**src/rtl/cpu_pkg.sv**
```systemverilog
// Shared core definitions: datapath width, fetch reset/NOP defaults, and the
// {instr, pc} entry carried from instruction memory to decode.
package cpu_pkg;

    localparam int unsigned XLEN = 32;

    localparam logic [XLEN-1:0] RESET_PC_DEFAULT  = 32'h0000_0000;
    localparam logic [XLEN-1:0] NOP_INSTR_DEFAULT = 32'h0000_0013;

    typedef struct packed {
        logic [XLEN-1:0] instr;
        logic [XLEN-1:0] pc;
    } fetch_entry_t;

    typedef enum logic [1:0] {
        SRC_NONE,
        SRC_FIFO,
        SRC_BYPASS
    } ifid_src_e;

    function automatic logic [XLEN-1:0] word_align(input logic [XLEN-1:0] a);
        return {a[XLEN-1:2], 2'b00};
    endfunction

endpackage

```
**src/rtl/fetch_unit_if.sv**
```systemverilog
// Instruction-memory request/response bus between the fetch stage (master)
// and instruction memory (slave).
interface fetch_unit_if;
    import cpu_pkg::*;

    logic [XLEN-1:0] instr_addr;
    logic            instr_req;
    logic            instr_gnt;
    logic            instr_rvalid;
    logic [XLEN-1:0] instr;

    modport master (
        output instr_addr,
        output instr_req,
        input  instr_gnt,
        input  instr_rvalid,
        input  instr
    );

    modport slave (
        input  instr_addr,
        input  instr_req,
        output instr_gnt,
        output instr_rvalid,
        output instr
    );

endinterface

```
**src/rtl/fetch_fifo.sv**
```systemverilog
// Small synchronous FIFO of fetched {instr, pc} entries with flush; DEPTH must
// be a power of two so the pointers wrap naturally.
module fetch_fifo
    import cpu_pkg::*;
#(
    parameter int unsigned DEPTH = 2
) (
    input  logic                   clk,
    input  logic                   rst,
    input  logic                   i_push,
    input  fetch_entry_t           i_data,
    input  logic                   i_pop,
    input  logic                   i_flush,
    output fetch_entry_t           o_head,
    output logic [$clog2(DEPTH):0] o_count,
    output logic                   o_empty,
    output logic                   o_full
);

    localparam int unsigned AW = $clog2(DEPTH);

    fetch_entry_t     r_mem [DEPTH];
    logic [AW-1:0]    r_wr_ptr;
    logic [AW-1:0]    r_rd_ptr;
    logic [AW:0]      r_count;

    logic             w_push;
    logic             w_pop;

    assign w_push  = i_push && !i_flush;
    assign w_pop   = i_pop && !i_flush;
    assign o_head  = r_mem[r_rd_ptr];
    assign o_count = r_count;
    assign o_empty = (r_count == '0);
    assign o_full  = (r_count == (AW+1)'(DEPTH));

    // Storage carries no reset; only the pointers/count define validity.
    always_ff @(posedge clk) begin
        if (w_push) begin
            r_mem[r_wr_ptr] <= i_data;
        end
    end

    always_ff @(posedge clk or posedge rst) begin
        if (rst) begin
            r_wr_ptr <= '0;
            r_rd_ptr <= '0;
            r_count  <= '0;
        end else if (i_flush) begin
            r_wr_ptr <= '0;
            r_rd_ptr <= '0;
            r_count  <= '0;
        end else begin
            if (w_push) begin
                r_wr_ptr <= r_wr_ptr + AW'(1);
            end
            if (w_pop) begin
                r_rd_ptr <= r_rd_ptr + AW'(1);
            end
            unique case ({w_push, w_pop})
                2'b10:   r_count <= r_count + (AW+1)'(1);
                2'b01:   r_count <= r_count - (AW+1)'(1);
                default: r_count <= r_count;
            endcase
        end
    end

    a_no_overflow: assert property (@(posedge clk) disable iff (rst) w_push |-> !o_full)
        else $error("fetch_fifo push while full");
    a_no_underflow: assert property (@(posedge clk) disable iff (rst) w_pop |-> !o_empty)
        else $error("fetch_fifo pop while empty");

endmodule

```
**src/rtl/fetch_unit.sv**
```systemverilog
// Instruction-fetch stage: credit-limited in-order requests, response FIFO,
// stale-response dropping after redirects, and the IF/ID pipeline register.
module fetch_unit
    import cpu_pkg::*;
#(
    parameter logic [XLEN-1:0] RESET_PC  = RESET_PC_DEFAULT,
    parameter int unsigned     DEPTH     = 2,
    parameter logic [XLEN-1:0] NOP_INSTR = NOP_INSTR_DEFAULT
) (
    input  logic                clk,
    input  logic                rst,
    fetch_unit_if.master        bus,
    input  logic                stall,
    input  logic                redirect,
    input  logic [XLEN-1:0]     redirect_pc,
    output logic [XLEN-1:0]     IF_ID_instr,
    output logic [XLEN-1:0]     IF_ID_pc,
    output logic                IF_ID_valid
);

    localparam int unsigned CW = $clog2(DEPTH) + 1;

    logic [XLEN-1:0] r_pc;
    logic [XLEN-1:0] r_resp_pc;
    logic [CW-1:0]   r_out_cnt;
    logic [CW-1:0]   r_drop_cnt;
    logic            r_ifid_valid;
    logic [XLEN-1:0] r_ifid_instr;
    logic [XLEN-1:0] r_ifid_pc;

    logic [CW:0]     w_credit_used;
    logic            w_req;
    logic            w_grant;
    logic            w_accept;
    logic            w_ifid_load;
    ifid_src_e       w_src;
    logic            w_push;
    logic            w_pop;
    fetch_entry_t    w_rsp_entry;
    fetch_entry_t    w_fifo_head;
    logic [CW-1:0]   w_fifo_count;
    logic            w_fifo_empty;
    logic            w_fifo_full;

    // Outstanding requests plus buffered words share one credit pool, so every
    // in-flight response is guaranteed a FIFO slot.
    assign w_credit_used = {1'b0, r_out_cnt} + {1'b0, w_fifo_count};
    assign w_req         = !rst && !redirect && (w_credit_used < (CW+1)'(DEPTH));
    assign w_grant       = w_req && bus.instr_gnt;

    assign bus.instr_req  = w_req;
    assign bus.instr_addr = r_pc;

    assign w_accept    = bus.instr_rvalid && !redirect && (r_drop_cnt == '0);
    assign w_ifid_load = !r_ifid_valid || !stall;
    assign w_rsp_entry = '{instr: bus.instr, pc: r_resp_pc};

    always_comb begin
        w_src = SRC_NONE;
        if (!w_fifo_empty) begin
            w_src = SRC_FIFO;
        end else if (w_accept) begin
            w_src = SRC_BYPASS;
        end
    end

    assign w_pop  = !redirect && w_ifid_load && (w_src == SRC_FIFO);
    assign w_push = w_accept && !(w_ifid_load && (w_src == SRC_BYPASS));

    fetch_fifo #(
        .DEPTH (DEPTH)
    ) u_fifo (
        .clk     (clk),
        .rst     (rst),
        .i_push  (w_push),
        .i_data  (w_rsp_entry),
        .i_pop   (w_pop),
        .i_flush (redirect),
        .o_head  (w_fifo_head),
        .o_count (w_fifo_count),
        .o_empty (w_fifo_empty),
        .o_full  (w_fifo_full)
    );

    // A redirect turns every still-outstanding request into a drop; the
    // response arriving in the redirect cycle itself is already retired here.
    always_ff @(posedge clk or posedge rst) begin
        if (rst) begin
            r_pc       <= RESET_PC;
            r_resp_pc  <= RESET_PC;
            r_out_cnt  <= '0;
            r_drop_cnt <= '0;
        end else if (redirect) begin
            r_pc       <= word_align(redirect_pc);
            r_resp_pc  <= word_align(redirect_pc);
            r_out_cnt  <= r_out_cnt - CW'(bus.instr_rvalid);
            r_drop_cnt <= r_out_cnt - CW'(bus.instr_rvalid);
        end else begin
            if (w_grant) begin
                r_pc <= r_pc + XLEN'(4);
            end
            r_out_cnt <= r_out_cnt + CW'(w_grant) - CW'(bus.instr_rvalid);
            if (bus.instr_rvalid && (r_drop_cnt != '0)) begin
                r_drop_cnt <= r_drop_cnt - CW'(1);
            end
            if (w_accept) begin
                r_resp_pc <= r_resp_pc + XLEN'(4);
            end
        end
    end

    always_ff @(posedge clk or posedge rst) begin
        if (rst) begin
            r_ifid_valid <= 1'b0;
            r_ifid_instr <= NOP_INSTR;
            r_ifid_pc    <= RESET_PC;
        end else if (redirect) begin
            r_ifid_valid <= 1'b0;
            r_ifid_instr <= NOP_INSTR;
        end else if (w_ifid_load) begin
            unique case (w_src)
                SRC_FIFO: begin
                    r_ifid_valid <= 1'b1;
                    r_ifid_instr <= w_fifo_head.instr;
                    r_ifid_pc    <= w_fifo_head.pc;
                end
                SRC_BYPASS: begin
                    r_ifid_valid <= 1'b1;
                    r_ifid_instr <= w_rsp_entry.instr;
                    r_ifid_pc    <= w_rsp_entry.pc;
                end
                default: begin
                    r_ifid_valid <= 1'b0;
                    r_ifid_instr <= NOP_INSTR;
                end
            endcase
        end
    end

    assign IF_ID_valid = r_ifid_valid;
    assign IF_ID_instr = r_ifid_instr;
    assign IF_ID_pc    = r_ifid_pc;

    a_credit: assert property (@(posedge clk) disable iff (rst)
        (w_credit_used <= (CW+1)'(DEPTH)) && !(w_push && w_fifo_full && !w_pop))
        else $error("fetch_unit credit invariant violated");

endmodule

```
**src/flat_wrapper.sv**
```systemverilog
// flat-port wrapper written by rule: the top's interface ports become plain ports
module fetch_unit_flat import cpu_pkg::*;
#(
    parameter logic [XLEN-1:0] RESET_PC  = RESET_PC_DEFAULT,
    parameter int unsigned     DEPTH     = 2,
    parameter logic [XLEN-1:0] NOP_INSTR = NOP_INSTR_DEFAULT
)
  (clk, rst, stall, redirect, redirect_pc, IF_ID_instr, IF_ID_pc, IF_ID_valid, bus_instr_addr, bus_instr_req, bus_instr_gnt, bus_instr_rvalid, bus_instr);
  fetch_unit_if bus_i ();
  input  logic clk;
  input  logic rst;
  input  logic stall;
  input  logic redirect;
  input  logic [XLEN-1:0] redirect_pc;
  output logic [XLEN-1:0] IF_ID_instr;
  output logic [XLEN-1:0] IF_ID_pc;
  output logic IF_ID_valid;
  output wire logic [$bits(bus_i.instr_addr)-1:0] bus_instr_addr;
  output wire logic [$bits(bus_i.instr_req)-1:0] bus_instr_req;
  input wire logic [$bits(bus_i.instr_gnt)-1:0] bus_instr_gnt;
  input wire logic [$bits(bus_i.instr_rvalid)-1:0] bus_instr_rvalid;
  input wire logic [$bits(bus_i.instr)-1:0] bus_instr;
  assign bus_instr_addr = bus_i.instr_addr;
  assign bus_instr_req = bus_i.instr_req;
  assign bus_i.instr_gnt = bus_instr_gnt;
  assign bus_i.instr_rvalid = bus_instr_rvalid;
  assign bus_i.instr = bus_instr;
  fetch_unit #(.RESET_PC(RESET_PC), .DEPTH(DEPTH), .NOP_INSTR(NOP_INSTR)) u_core (.clk(clk), .rst(rst), .bus(bus_i), .stall(stall), .redirect(redirect), .redirect_pc(redirect_pc), .IF_ID_instr(IF_ID_instr), .IF_ID_pc(IF_ID_pc), .IF_ID_valid(IF_ID_valid));
endmodule
```
**config.mk**
```make
export PLATFORM = sky130hd
export DESIGN_NAME = fetch_unit_flat
export DESIGN_NICKNAME = d
export VERILOG_FILES = /design/src/rtl/cpu_pkg.sv /design/src/rtl/fetch_unit_if.sv /design/src/rtl/fetch_fifo.sv /design/src/rtl/fetch_unit.sv /design/src/flat_wrapper.sv
export SDC_FILE = /design/constraint.sdc
export NUM_CORES = 1
export LEC_CHECK = 0
export ABC_AREA = 1
export CELL_PAD_IN_SITES_DETAIL_PLACEMENT = 1
export CELL_PAD_IN_SITES_GLOBAL_PLACEMENT = 1
export CORE_ASPECT_RATIO = 1.4
export CORE_MARGIN = 2
export CORE_UTILIZATION = 35
export CTS_CLUSTER_SIZE = 8
export DETAILED_ROUTE_END_ITERATION = 6
export GPL_TIMING_DRIVEN = 0
export PLACE_DENSITY = 0.77
export SYNTH_ARGS = -nofsm -noshare
export SYNTH_HDL_FRONTEND = slang
export SYNTH_SLANG_ARGS = --single-unit
```
**constraint.sdc**
```tcl
create_clock -name clk -period 15.1 [get_ports clk]
set_input_delay 3.02 -clock clk [delete_from_list [all_inputs] [get_ports clk]]
set_output_delay 3.02 -clock clk [all_outputs]
set_load 0.03 [all_outputs]
```
Word-level counts from Yosys, hierarchy flattened

Memories as Yosys holds them, arrays and structs flattened.
Index checks and enable logic that the tools add are counted.

Muxes and demuxes: 24
Eq/ne operators: 4
Order comparisons: 1
Bitwise operators: 1
Add/subtract/negate cells: 11
Reduce and logical (&&, ||, !) cells: 31

Operators with widths:

| operator                                                                     | count |
|---|---|
| 32-bit 2-to-1 mux                                                            | 6 |
| 32-bit one-hot mux with 2 select lines                                       | 2 |
| 32-bit by 3-bit adder with 32-bit output, second input constant              | 2 |
| 2-bit nonzero test                                                           | 8 |
| 1-bit logical AND                                                            | 12 |
| 2-bit 2-to-1 mux                                                             | 6 |
| 1-bit 2-to-1 mux                                                             | 9 |
| 1-bit logical NOT                                                            | 5 |
| 2-bit by 1-bit == test with 1-bit output, second input constant              | 2 |
| 2-bit == test, second input constant                                         | 2 |
| 2-bit logical NOT                                                            | 2 |
| 2-bit one-hot mux with 2 select lines                                        | 1 |
| 2-bit by 1-bit subtractor with 2-bit output                                  | 2 |
| 2-bit by 1-bit subtractor with 2-bit output, second input constant           | 2 |
| 2-bit by 2-bit adder with 3-bit output                                       | 1 |
| 3-bit by 2-bit less-than comparator with 1-bit output, second input constant | 1 |
| 3-bit AND reduction                                                          | 1 |
| 3-bit nonzero test                                                           | 1 |
| 1-bit adder, second input constant                                           | 2 |
| 2-bit by 1-bit adder with 2-bit output                                       | 1 |
| 2-bit by 1-bit adder with 2-bit output, second input constant                | 1 |
| 2-bit OR reduction                                                           | 1 |
| 1-bit logical OR                                                             | 1 |
| 1-bit inverter                                                               | 1 |

Memories: 1
Bits of input ports: 70
Bits in writable memories: 128
Logic and storage cells: 83
Output and inout port bits: 98
Register bits after elaboration: 137

Memory list:

| name                | words | bits a word | read ports | clocked after Yosys merged registers in | write ports | line             | RTL |
|---|---|---|---|---|---|---|---|
| u_core.u_fifo.r_mem | 2     | 64          | 1          | 0                                       | 1           | fetch_fifo.sv:22 | `fetch_entry_t r_mem [DEPTH];` |

Depth between registers and ports, before layout

Gate-level depths: netlist of run 1.

Depth after elaboration: 13
Depth in mapped cells: 11
Mapped depth without buffers: 11

Hierarchy

Synthesis of run 1 repeated with hierarchy kept, for this count alone.

Cell total of the unflattened synthesis: 1336
Area, all modules: 12633.4 um^2

By module, submodules not included:

| module     | sequential area each (um^2) | area an instance (um^2) | instances | cells each |
|---|---|---|---|---|
| fetch_unit | 3231.8                      | 7566.0                  | 1         | 1098 |
| fetch_fifo | 3943.8                      | 5067.4                  | 1         | 238 |

Worst setup path before layout of run 1

No wires, ideal clock.

Kind: input -> output
From: input port rst
To: output port bus_instr_req
Data arrival time: 6.263 ns
Stages: 3
Slack: 5.817 ns
Path buffers: 0
Required time: 12.080 ns
Cells stage by stage: inv_1 nand3_1 inv_1

Cells in the longest elaborated chain, start to end: 3

RTL lines:

| item                           | line               | RTL |
|---|---|---|
| from (decl)                    | flat_wrapper.sv:11 | `input logic rst;` |
| 1-bit logical NOT              | fetch_unit.sv:48   | `assign w_req = !rst && !redirect && (w_credit_used < (CW+1)'(DEPTH));` |
| 1-bit logical AND (2 in a row) | fetch_unit.sv:48   |  |
| to (decl)                      | flat_wrapper.sv:19 | `output wire logic [$bits(bus_i.instr_req)-1:0] bus_instr_req;` |

No other way between the ends.

Worst setup path after layout of run 1

Ends and elaborated chain as after synthesis.

==> key figures, run 1 <==
STA
  • Fin crit share: 0.545
  • Fin Clk Skew: 10.8 ps
  • Slew @ Worst Pin: 886 ps
  • RSZ-0062 raised after global routing: no
  • Slew HR: 0.403
  • Final min period: 8230 ps
  • Final hold viol count: 0
  • Setup Total Neg Slack: 0 ps
  • Final WS setup: 6870 ps
  • Hold_ws: 476 ps
  • FMAX: 121 MHz
  • Final Max Tran Viols: 0
  • Final setup fails: 0

Synthesis
  • Yosys cell types: 45
  • Seq/Total Area, Yosys: 0.591
  • Post-synth EDFFs: 124
  • Synth warn: 0
  • Async SR Flop Fraction: 0.514
  • Synthesized cell area: 0.0119 mm2
  • Cells after Synth: 1,292
  • Yosys reg bits: 255
  • Top_reg_cell synth: dfrtp_1
  • Syn Area/Cell: 9.18 um2

Final layout
  • Filler instances: 3,892
  • Fin util: 0.456
  • Antenna cell count: 0
  • Nets: 1,576
  • Share of cells above drive strength 1: 0.0708
  • Layout overhead on the synthesized area: 28.2%

Die
  • Rows: 79
  • Core area: 0.0333 mm2
  • IO Pins: 168
  • Chip Width: 160 um
  • Die ar.: 0.0354 mm2
  • Chip height: 222 um
  • Initial Utilization: 0.356

Drt
  • Drt pass-1 iters: 5
  • DRC violations left: 0
  • 1st-iter DRT viols: 625
  • Routed wire per std cell: 19.7 um
  • Vias post-DR: 10,200
  • Final ANT Viol Nets: 0
  • Total Wirelength: 38.8 mm
  • Drt via density: 5.20

CTS
  • CTS tree: yes
  • CTS Buffer Depth: 3
  • CTS H-tree lvls: 2
  • Num Clock Sinks: 255
  • # hold bufs at CTS: 0
  • Reg clk slew, reported paths: 50 ps
  • Clk Latency, worst-skew pair: 510 ps
  • Total CTS buffers: 37
  • Post-CTS Setup Bufs: 0
  • # resized after CTS: 0
  • Clock Tree Root: clkbuf_16

Global route
  • Initial antenna violation count: 0
  • Vias in the first global route: 11,000
  • Total grt overflow: 0
  • First-pass GRT wire length: 61.0 mm
  • GRT Util Overall: 0.218
  • Pin count of the biggest net entering global routing: 81

Setup path
  • Worst Path Required: 12,080 ps
  • Critical path class: in -> out
  • Setup crit start kind: primary input
  • Worst EP arrival: 5210 ps
  • Max FO, Critical Path: 80
  • CP Capture Type: primary output

Power and ir drop
  • Max VDD drop: 0.0000854 V
  • Pwr dens: 174 mW/mm2
  • Static Leak: 6.24 nW
  • Overall power: 2.64 mW

Flow run
  • Max Cap Viol: 0

Place
  • GP Congestion: 0.883
  • Placement Setup Slack: 6760 ps
  • # port buffers: 161
  • Post-DP HPWL: 28.1 mm

Hold path
  • Hold Crit Class: reg -> reg

Run status
  • Status: finished, final reports clean
## layer usage
metal  global-route usage  part of all wire  vias to the layer above
met5                    0                 0                        -
met4               0.0774             0.031                        0
met3               0.0299             0.043                       81
met2                0.405              0.53                      304
met1                0.255              0.40                     5083
li1                     -                 -                     4769
## cell usage in the layout (no fill, tap or decap), types with 3 or more instances in the layout
cell and instances:
o21ai_0 87, a21oi_1 27, inv_1 97, clkdlybuf4s50_1 161
inv_2 9, o31ai_1 5, ha_1 5, clkbuf_16 37
o21bai_1 5, nor3b_1 3, buf_4 6, nand4_1 20
a32oi_1 4, buf_12 4, o311ai_1 4, clkbuf_1 53
nor2_2 8, nand3_1 64, xor2_1 6, conb_1 4
dfstp_2 3, a22oi_1 3, o21ai_1 27, buf_1 5
nor2_1 155, nor2_4 7, edfxtp_1 124, inv_6 3
dfrtp_1 128, mux2i_1 4, nand2_2 6, a31oi_1 15
a22o_1 19, o211ai_1 29, nor3_1 10, nand2_1 342
buf_2 20
## power by group
group	internal [mW]	switching (mW)
Clock	0.457	0.301
Sequential	0.868	0.112
Combinational	0.313	0.592
## sequential cells by signal (all words and copies together), names as in the netlist
signal,count
u_core.u_fifo.r_mem,124
u_core.r_out_cnt,2
u_core.r_drop_cnt,2
u_core.u_fifo.r_rd_ptr,1
u_core.IF_ID_instr,32
u_core.IF_ID_valid,1
u_core.r_resp_pc,30
u_core.bus.instr_addr,30
u_core.u_fifo.r_wr_ptr,1
u_core.u_fifo.o_count,2
u_core.IF_ID_pc,30
## cell type report
cell class                 instances  area, um2  share of cell area
sequential                       255       7010               0.461
multi-input combinational        873       4210               0.277
timing repair buffer             166       1720               0.113
clock buffer                      62       1020              0.0671
tap                              445        557              0.0366
inverter                         108        410              0.0270
buffer                            59        269              0.0177
clock inverter                     2       17.5             0.00115
## synth_stat cells (2+ instances only)
library cell,number,share of area
a21oi_1,27,0.011
a22o_1,19,0.014
a22oi_1,3,0.0019
a31oi_1,15,0.0079
a32oi_1,4,0.0030
buf_1,5,0.0016
buf_2,20,0.0084
buf_4,6,0.0038
clkbuf_1,28,0.0089
dfrtp_1,128,0.27
dfstp_2,3,0.0066
edfxtp_1,124,0.31
ha_1,5,0.0053
inv_1,98,0.031
inv_2,9,0.0028
mux2i_1,4,0.0034
nand2_1,342,0.11
nand2_2,6,0.0032
nand3_1,64,0.027
nand3b_1,2,0.0013
nand4_1,20,0.011
nor2_1,157,0.050
nor2_2,8,0.0042
nor2_4,5,0.0047
nor3_1,10,0.0042
nor3b_1,3,0.0019
o211ai_1,29,0.018
o21ai_0,87,0.037
o21ai_1,27,0.011
o21bai_1,5,0.0032
o311ai_0,2,0.0015
o311ai_1,4,0.0030
o31ai_1,5,0.0032
xnor2_1,2,0.0015
xor2_1,6,0.0044
## cells by family after synthesis
kind of cell | Yosys count | synth area share
AOI/OAI and AO/OA | 230 | 0.118
buffers and inverters | 167 | 0.0569
DFF | 255 | 0.591
adders and majority gates | 6 | 0.00696
other | 1 | 0.000316
and+or+nand+nor | 620 | 0.217
xor gates and xnor gates | 8 | 0.00591
muxes | 5 | 0.00432
## per-stage QoR
stage | area (um2) | cells
finish | 15200 | 1970
global route | 15200 | 1970
CTS | 15200 | 1970
floorplan | 11900 | 1295
detailed placement | 14200 | 1906
global placement | 14000 | 1901
## critical path, stage by stage
cell and delay (ps):
clkdlybuf4s50_1 470, inv_6 410, buf_16 390, nand3_1 120, inv_1 80, clkdlybuf4s50_1 660
## path summary, 6_finish.rpt
kind                                       from                         end  slack (ps)  depth (start not counted)
min reg2reg                  u_core.IF_ID_pc[2]          u_core.IF_ID_pc[2]         480                          2
max reg2reg                u_core.r_drop_cnt[0]  u_core.u_fifo.r_mem[0][15]       12480                          7
max in group asynchronous                   rst   u_core.bus.instr_addr[25]       11320                          3
min in group asynchronous                   rst      u_core.IF_ID_instr[28]        2940                          2
max                                         rst               bus_instr_req        6870                          6
min                          u_core.IF_ID_pc[2]          u_core.IF_ID_pc[2]         480                          2
Power figures use the tool's default switching activity.
==> run 2: changes to the inputs <==
- PLACE_DENSITY: 0.77 -> 0.79
- clock period: 15.1 -> 6.6 ns (I/O delays scaled with it)
==> run 2 against run 1 <==
Effect of this change:
- register-to-register slack worse by 8500 ps
- power is 130% higher
- setup slack worse by 4700 ps
==> key figures, run 2 (synthesis results as in run 1) <==
Flow run
  • Max Cap Viol: 0 (unchanged)

CTS
  • CTS tree: yes (unchanged)
  • # hold bufs at CTS: 0 (unchanged)
  • Num Clock Sinks: 255 (unchanged)
  • Reg clk slew, reported paths: 50 ps (about the same)
  • # resized after CTS: 0 (unchanged)
  • CTS H-tree lvls: 2 (unchanged)
  • Total CTS buffers: 37 (unchanged)
  • Clk Latency, worst-skew pair: 520 ps (was 510 ps)
  • Clock Tree Root: clkbuf_16 (unchanged)
  • CTS Buffer Depth: 3 (unchanged)
  • Post-CTS Setup Bufs: 0 (unchanged)

Hold path
  • Worst Hold Launch: u_core.IF_ID_pc[10] (was u_core.IF_ID_pc[2])
  • Hold path endpoint: u_core.IF_ID_pc[10] (was u_core.IF_ID_pc[2])
  • Hold Crit Class: reg -> reg (unchanged)
  • Hold path cells: 2 (unchanged)

Global route
  • First-pass GRT wire length: 62.5 mm (was 61.0 mm)
  • Vias in the first global route: 11,400 (was 11,000)
  • Pin count of the biggest net entering global routing: 89 (was 81)
  • Total grt overflow: 0 (unchanged)
  • GRT Util Overall: 0.222 (was 0.218)
  • Initial antenna violation count: 0 (unchanged)

STA
  • Fin Clk Skew: 20.5 ps (was 10.8 ps)
  • Final setup fails: 0 (unchanged)
  • Slew HR: 0.405 (was 0.403)
  • Final WS setup: 2190 ps (was 6870 ps)
  • Final min period: 4410 ps
  • Fin crit share: 0.668
  • Final hold viol count: 0 (unchanged)
  • RSZ-0062 raised after global routing: no (unchanged)
  • Slew @ Worst Pin: 883 ps (was 886 ps)
  • Final Max Tran Viols: 0 (unchanged)
  • FMAX: 227 MHz

Die
  • Core area: 0.0333 mm2 (unchanged)
  • Initial Utilization: 0.356 (unchanged)
  • Rows: 79 (unchanged)
  • Die ar.: 0.0354 mm2 (unchanged)
  • Chip Width: 160 um (unchanged)
  • IO Pins: 168 (unchanged)
  • Chip height: 222 um (unchanged)

Setup path
  • Reg2reg start: u_core.r_drop_cnt[0] (unchanged)
  • CP Capture Type: primary output (unchanged)
  • Critical path class: in -> out (unchanged)
  • Crit path from: rst (unchanged)
  • Worst EP arrival: 3090 ps (was 5210 ps)
  • Worst Path Required: 5280 ps (was 12,080 ps)
  • Reg2Reg Setup Slack: 3960 ps (was 12,480 ps)
  • Worst-case reg-to-reg path depth: 7 (unchanged)
  • R2r endpoint: u_core.u_fifo.r_mem[0][25] (was u_core.u_fifo.r_mem[0][15])
  • Max FO, Critical Path: 46 (was 80)
  • Setup crit start kind: primary input (unchanged)

Final layout
  • Final Instance Area: 0.0153 mm2 (was 0.0152 mm2)
  • Biggest register: u_core.u_fifo.r_mem (unchanged)
  • Number of flip-flops in the largest register: 124 (unchanged)
  • Commonest non-fill, non-tap cell in the layout: nand2_1 (unchanged)
  • Nets: 1,576 (unchanged)
  • Antenna cell count: 0 (unchanged)
  • Most frequent cells in the layout: nand2_1 (342), clkdlybuf4s50_1 (161), nor2_1 (155) (unchanged)
  • Share of cells above drive strength 1: 0.0714 (was 0.0708)
  • Layout overhead on the synthesized area: 28.6% (was 28.2%)

Drt
  • Final ANT Viol Nets: 0 (unchanged)
  • 1st-iter DRT viols: 556 (was 625)
  • Total Wirelength: 39.2 mm (was 38.8 mm)
  • DRC violations left: 0 (unchanged)
  • Drt via density: 5.26 (was 5.20)
  • Drt pass-1 iters: 4 (was 5)
  • Routed wire per std cell: 19.9 um (was 19.7 um)
  • Vias post-DR: 10,400 (was 10,200)

Power and ir drop
  • Overall power: 6.10 mW (was 2.64 mW)
  • Max VDD drop: 0.000188 V (was 0.0000854 V)
  • Pwr dens: 400 mW/mm2 (was 174 mW/mm2)
  • Static Leak: 6.27 nW (was 6.24 nW)

Place
  • Post-DP HPWL: 28.1 mm (about the same)
  • Placement Setup Slack: 2150 ps (was 6760 ps)
  • GP Congestion: 0.881 (was 0.883)
  • Placed cell area: 0.0142 mm2 (about the same)
  • # port buffers: 161 (unchanged)

Run status
  • Status: finished, final reports clean (unchanged)
==> run 2: changes by cell type in the layout (fill, tap and decap cells not counted), sizes merged <==
| cell | previous run | this run |
|---|---|---|
| clkbuf | 90 | 92 |
| inv | 109 | 108 |
==> run 2: area by class of cell <==
type                       count  area (um2)
sequential                   255        7010
buffer                        59         269
timing repair buffer         166        1730
fill                        3845       18100
tap                          445         557
inverter                     108         410
clock inverter                 1        8.76
multi-input combinational    873        4210
clock buffer                  64        1070
==> run 2: worst max-delay path by stage <==
stage | endpoint | slack, ps
2_1_floorplan | bus_instr_req | 720
3_3_place_gp | u_core.r_out_cnt[1] | -1960
3_5_place_dp | bus_instr_req | 2150
4_1_cts | bus_instr_req | 2140
5_1_grt | bus_instr_req | 2050
6_report | bus_instr_req | 2190
==> run 2: through the flow <==
step	TNS [ps]	util	hold WS, ps	std cells
floorplan	0	-	481	1295
global placement	-236810	0.422	466	1901
detailed placement	0	0.426	472	1906
CTS	0	0.458	484	1971
global route	0	0.458	506	1971
finish	0	0.458	481	1971
==> run 2: layer usage <==
metal | wire, um | global-route usage
met1 | 15500 | 0.259
met2 | 20900 | 0.413
met3 | 1600 | 0.0309
met4 | 1260 | 0.0783
met5 | 0 | 0
==> run 2: critical path: stages <==
cell and delay [ps]:
clkdlybuf4s50_1 470, inv_6 370, nand3_1 140, inv_1 70, clkdlybuf4s50_1 670
==> run 2: report_power, final <==
group          switching [mW]  total (mW)  leakage [nW]  internal (mW)
logic                    1.36        2.08          3.00          0.719
registers               0.262        2.25          2.75           1.99
clock network           0.688        1.78         0.515           1.09
==> run 3: changes to the inputs <==
- clock period: 6.6 -> 4 ns (I/O delays scaled with it)
==> run 3 against run 2 <==
Effect of this change:
- global-route usage is 0.11 points higher
- highest routed layer unchanged
- clock power is 60% higher
- critical endpoint unchanged
- combinational power rose by 64%
==> key figures, run 3 (synthesis results as in run 1) <==
Run status
  • Status: finished, final reports clean (unchanged)

STA
  • Final Max Tran Viols: 0 (unchanged)
  • Fin Clk Skew: 18.5 ps (was 20.5 ps)
  • Final min period: 3850 ps
  • Setup Total Neg Slack: 0 ps (unchanged)
  • Slew @ Worst Pin: 873 ps (was 883 ps)
  • Final hold viol count: 0 (unchanged)
  • FMAX: 260 MHz
  • Final setup fails: 0 (unchanged)
  • Slew HR: 0.412 (was 0.405)
  • RSZ-0062 raised after global routing: no (unchanged)
  • Fin crit share: 0.962
  • Final WS setup: 153 ps (was 2190 ps)

Power and ir drop
  • Net load switching power: 3.79 mW (was 2.31 mW)
  • Switching part of the total: 0.380 (was 0.378)
  • Max VDD drop: 0.000237 V (was 0.000188 V)
  • Static Leak: 6.25 nW (was 6.27 nW)
  • Logic pwr share: 0.343 (was 0.340)
  • Overall power: 9.98 mW (was 6.10 mW)
  • Pwr dens: 654 mW/mm2 (was 400 mW/mm2)
  • Pint: 6.19 mW (was 3.80 mW)
  • Reg power frac: 0.371 (was 0.368)
  • Clock network power share: 0.286 (was 0.291)

CTS
  • Clock Tree Root: clkbuf_16 (unchanged)
  • # hold bufs at CTS: 0 (unchanged)
  • # resized after CTS: 0 (unchanged)
  • CTS H-tree lvls: 2 (unchanged)
  • CTS tree: yes (unchanged)
  • Post-CTS Setup Bufs: 0 (unchanged)
  • Num Clock Sinks: 255 (unchanged)
  • Reg clk slew, reported paths: 50 ps (about the same)
  • CTS Buffer Depth: 3 (unchanged)
  • Clk Latency, worst-skew pair: 520 ps (about the same)
  • Total CTS buffers: 37 (unchanged)

Die
  • Die ar.: 0.0354 mm2 (unchanged)
  • IO Pins: 168 (unchanged)
  • Chip Width: 160 um (unchanged)
  • Initial Utilization: 0.356 (unchanged)
  • Chip height: 222 um (unchanged)
  • Rows: 79 (unchanged)
  • Core area: 0.0333 mm2 (unchanged)

Final layout
  • Fin util: 0.458 (about the same)
  • Number of flip-flops in the largest register: 124 (unchanged)
  • Antenna cell count: 0 (unchanged)
  • Most frequent cells in the layout: nand2_1 (342), clkdlybuf4s50_1 (161), nor2_1 (155) (unchanged)
  • Commonest non-fill, non-tap cell in the layout: nand2_1 (unchanged)
  • Layout overhead on the synthesized area: 28.6% (about the same)
  • Share of cells above drive strength 1: 0.0726 (was 0.0714)
  • Biggest register: u_core.u_fifo.r_mem (unchanged)
  • Nets: 1,579 (was 1,576)

Drt
  • Final ANT Viol Nets: 0 (unchanged)
  • Drt pass-1 iters: 5 (was 4)
  • Vias post-DR: 10,200 (was 10,400)
  • DRC violations left: 0 (unchanged)
  • 1st-iter DRT viols: 548 (was 556)
  • Routed wire per std cell: 19.9 um (about the same)
  • Total Wirelength: 39.3 mm (was 39.2 mm)
  • Drt via density: 5.17 (was 5.26)

Hold path
  • Hold Crit Class: reg -> reg (unchanged)
  • Hold path cells: 2 (unchanged)
  • Hold path endpoint: u_core.IF_ID_pc[25] (was u_core.IF_ID_pc[10])
  • Worst Hold Launch: u_core.IF_ID_pc[25] (was u_core.IF_ID_pc[10])

Setup path
  • CP Capture Type: primary output (unchanged)
  • Max FO, Critical Path: 37 (was 46)
  • Reg2reg start: u_core.r_drop_cnt[0] (unchanged)
  • Reg2Reg Setup Slack: 1230 ps (was 3960 ps)
  • R2r endpoint: u_core.u_fifo.r_mem[0][10] (was u_core.u_fifo.r_mem[0][25])
  • Setup crit start kind: primary input (unchanged)
  • Worst-case reg-to-reg path depth: 8 (was 7)
  • Worst EP arrival: 3050 ps (was 3090 ps)
  • Critical path class: in -> out (unchanged)
  • Worst Path Required: 3200 ps (was 5280 ps)

Place
  • Post-DP HPWL: 28.6 mm (was 28.1 mm)
  • Placement Setup Slack: -49.1 ps (was 2150 ps)
  • GP Congestion: 0.899 (was 0.881)
  • # port buffers: 161 (unchanged)

Global route
  • Initial antenna violation count: 0 (unchanged)
  • First-pass GRT wire length: 62.2 mm (was 62.5 mm)
  • Pin count of the biggest net entering global routing: 38 (was 89)
  • Vias in the first global route: 11,200 (was 11,400)
  • GRT Util Overall: 0.223 (was 0.222)
  • Total grt overflow: 0 (unchanged)

Flow run
  • Max Cap Viol: 0 (unchanged)
-- run 3: cell count changes in the layout (fill, tap and decap cells not counted), sizes merged --
cell      delta
clkinvlp     +2
buf          +2
clkbuf       -2
-- run 3: worst max path at each step --
stage | from | end | cells after the start
finish | rst | bus_instr_req | 6
global route | rst | bus_instr_req | 6
CTS | rst | bus_instr_req | 6
detailed placement | rst | bus_instr_req | 6
global placement | bus_instr_rvalid | u_core.u_fifo.r_mem[1][24] | 5
floorplan | bus_instr_rvalid | u_core.u_fifo.r_mem[0][10] | 4
-- run 3: routing by layer --
| metal | vias up | track usage | share of wire |
|---|---|---|---|
| li1 | 4783 | - | - |
| met4 | 0 | 0.0839 | 0.033 |
| met2 | 300 | 0.417 | 0.53 |
| met5 | - | 0 | 0 |
| met3 | 87 | 0.0305 | 0.044 |
| met1 | 5031 | 0.257 | 0.39 |
-- run 3: power by group through the flow --
stage	registers [mW]	logic, mW	clock network (mW)
global placement	3.72	3.29	0
CTS	3.70	3.48	2.91
detailed placement	3.74	3.43	0
finish	3.70	3.42	2.85
floorplan	4.20	1.46	0
global route	3.77	3.73	3.01
-- run 3: worst max-delay path, cell delays in order --
cell,delay [ps]
clkdlybuf4s50_1,640
clkinvlp_4,490
buf_12,350
nand3_1,110
inv_1,50
clkdlybuf4s50_1,580
-- run 3: final cells by class --
cell class	count	area (um2)
Buffer	59	275
Clock buffer	62	1020
Clock inverter	2	17.5
Fill cell	3870	18100
Inverter	108	409
Multi-Input combinational cell	873	4210
Sequential cell	255	7010
Tap cell	445	557
Timing Repair Buffer	168	1750
Timing Repair inverter	1	5.00
-- run 3: per-stage QoR --
step           area (um2)  instances  hold WS, ps
2_1_floorplan       11900       1295          481
3_3_place_gp        14100       1901          465
3_5_place_dp        14200       1908          471
4_1_cts             15200       1973          487
5_1_grt             15200       1973          502
6_report            15200       1973          482
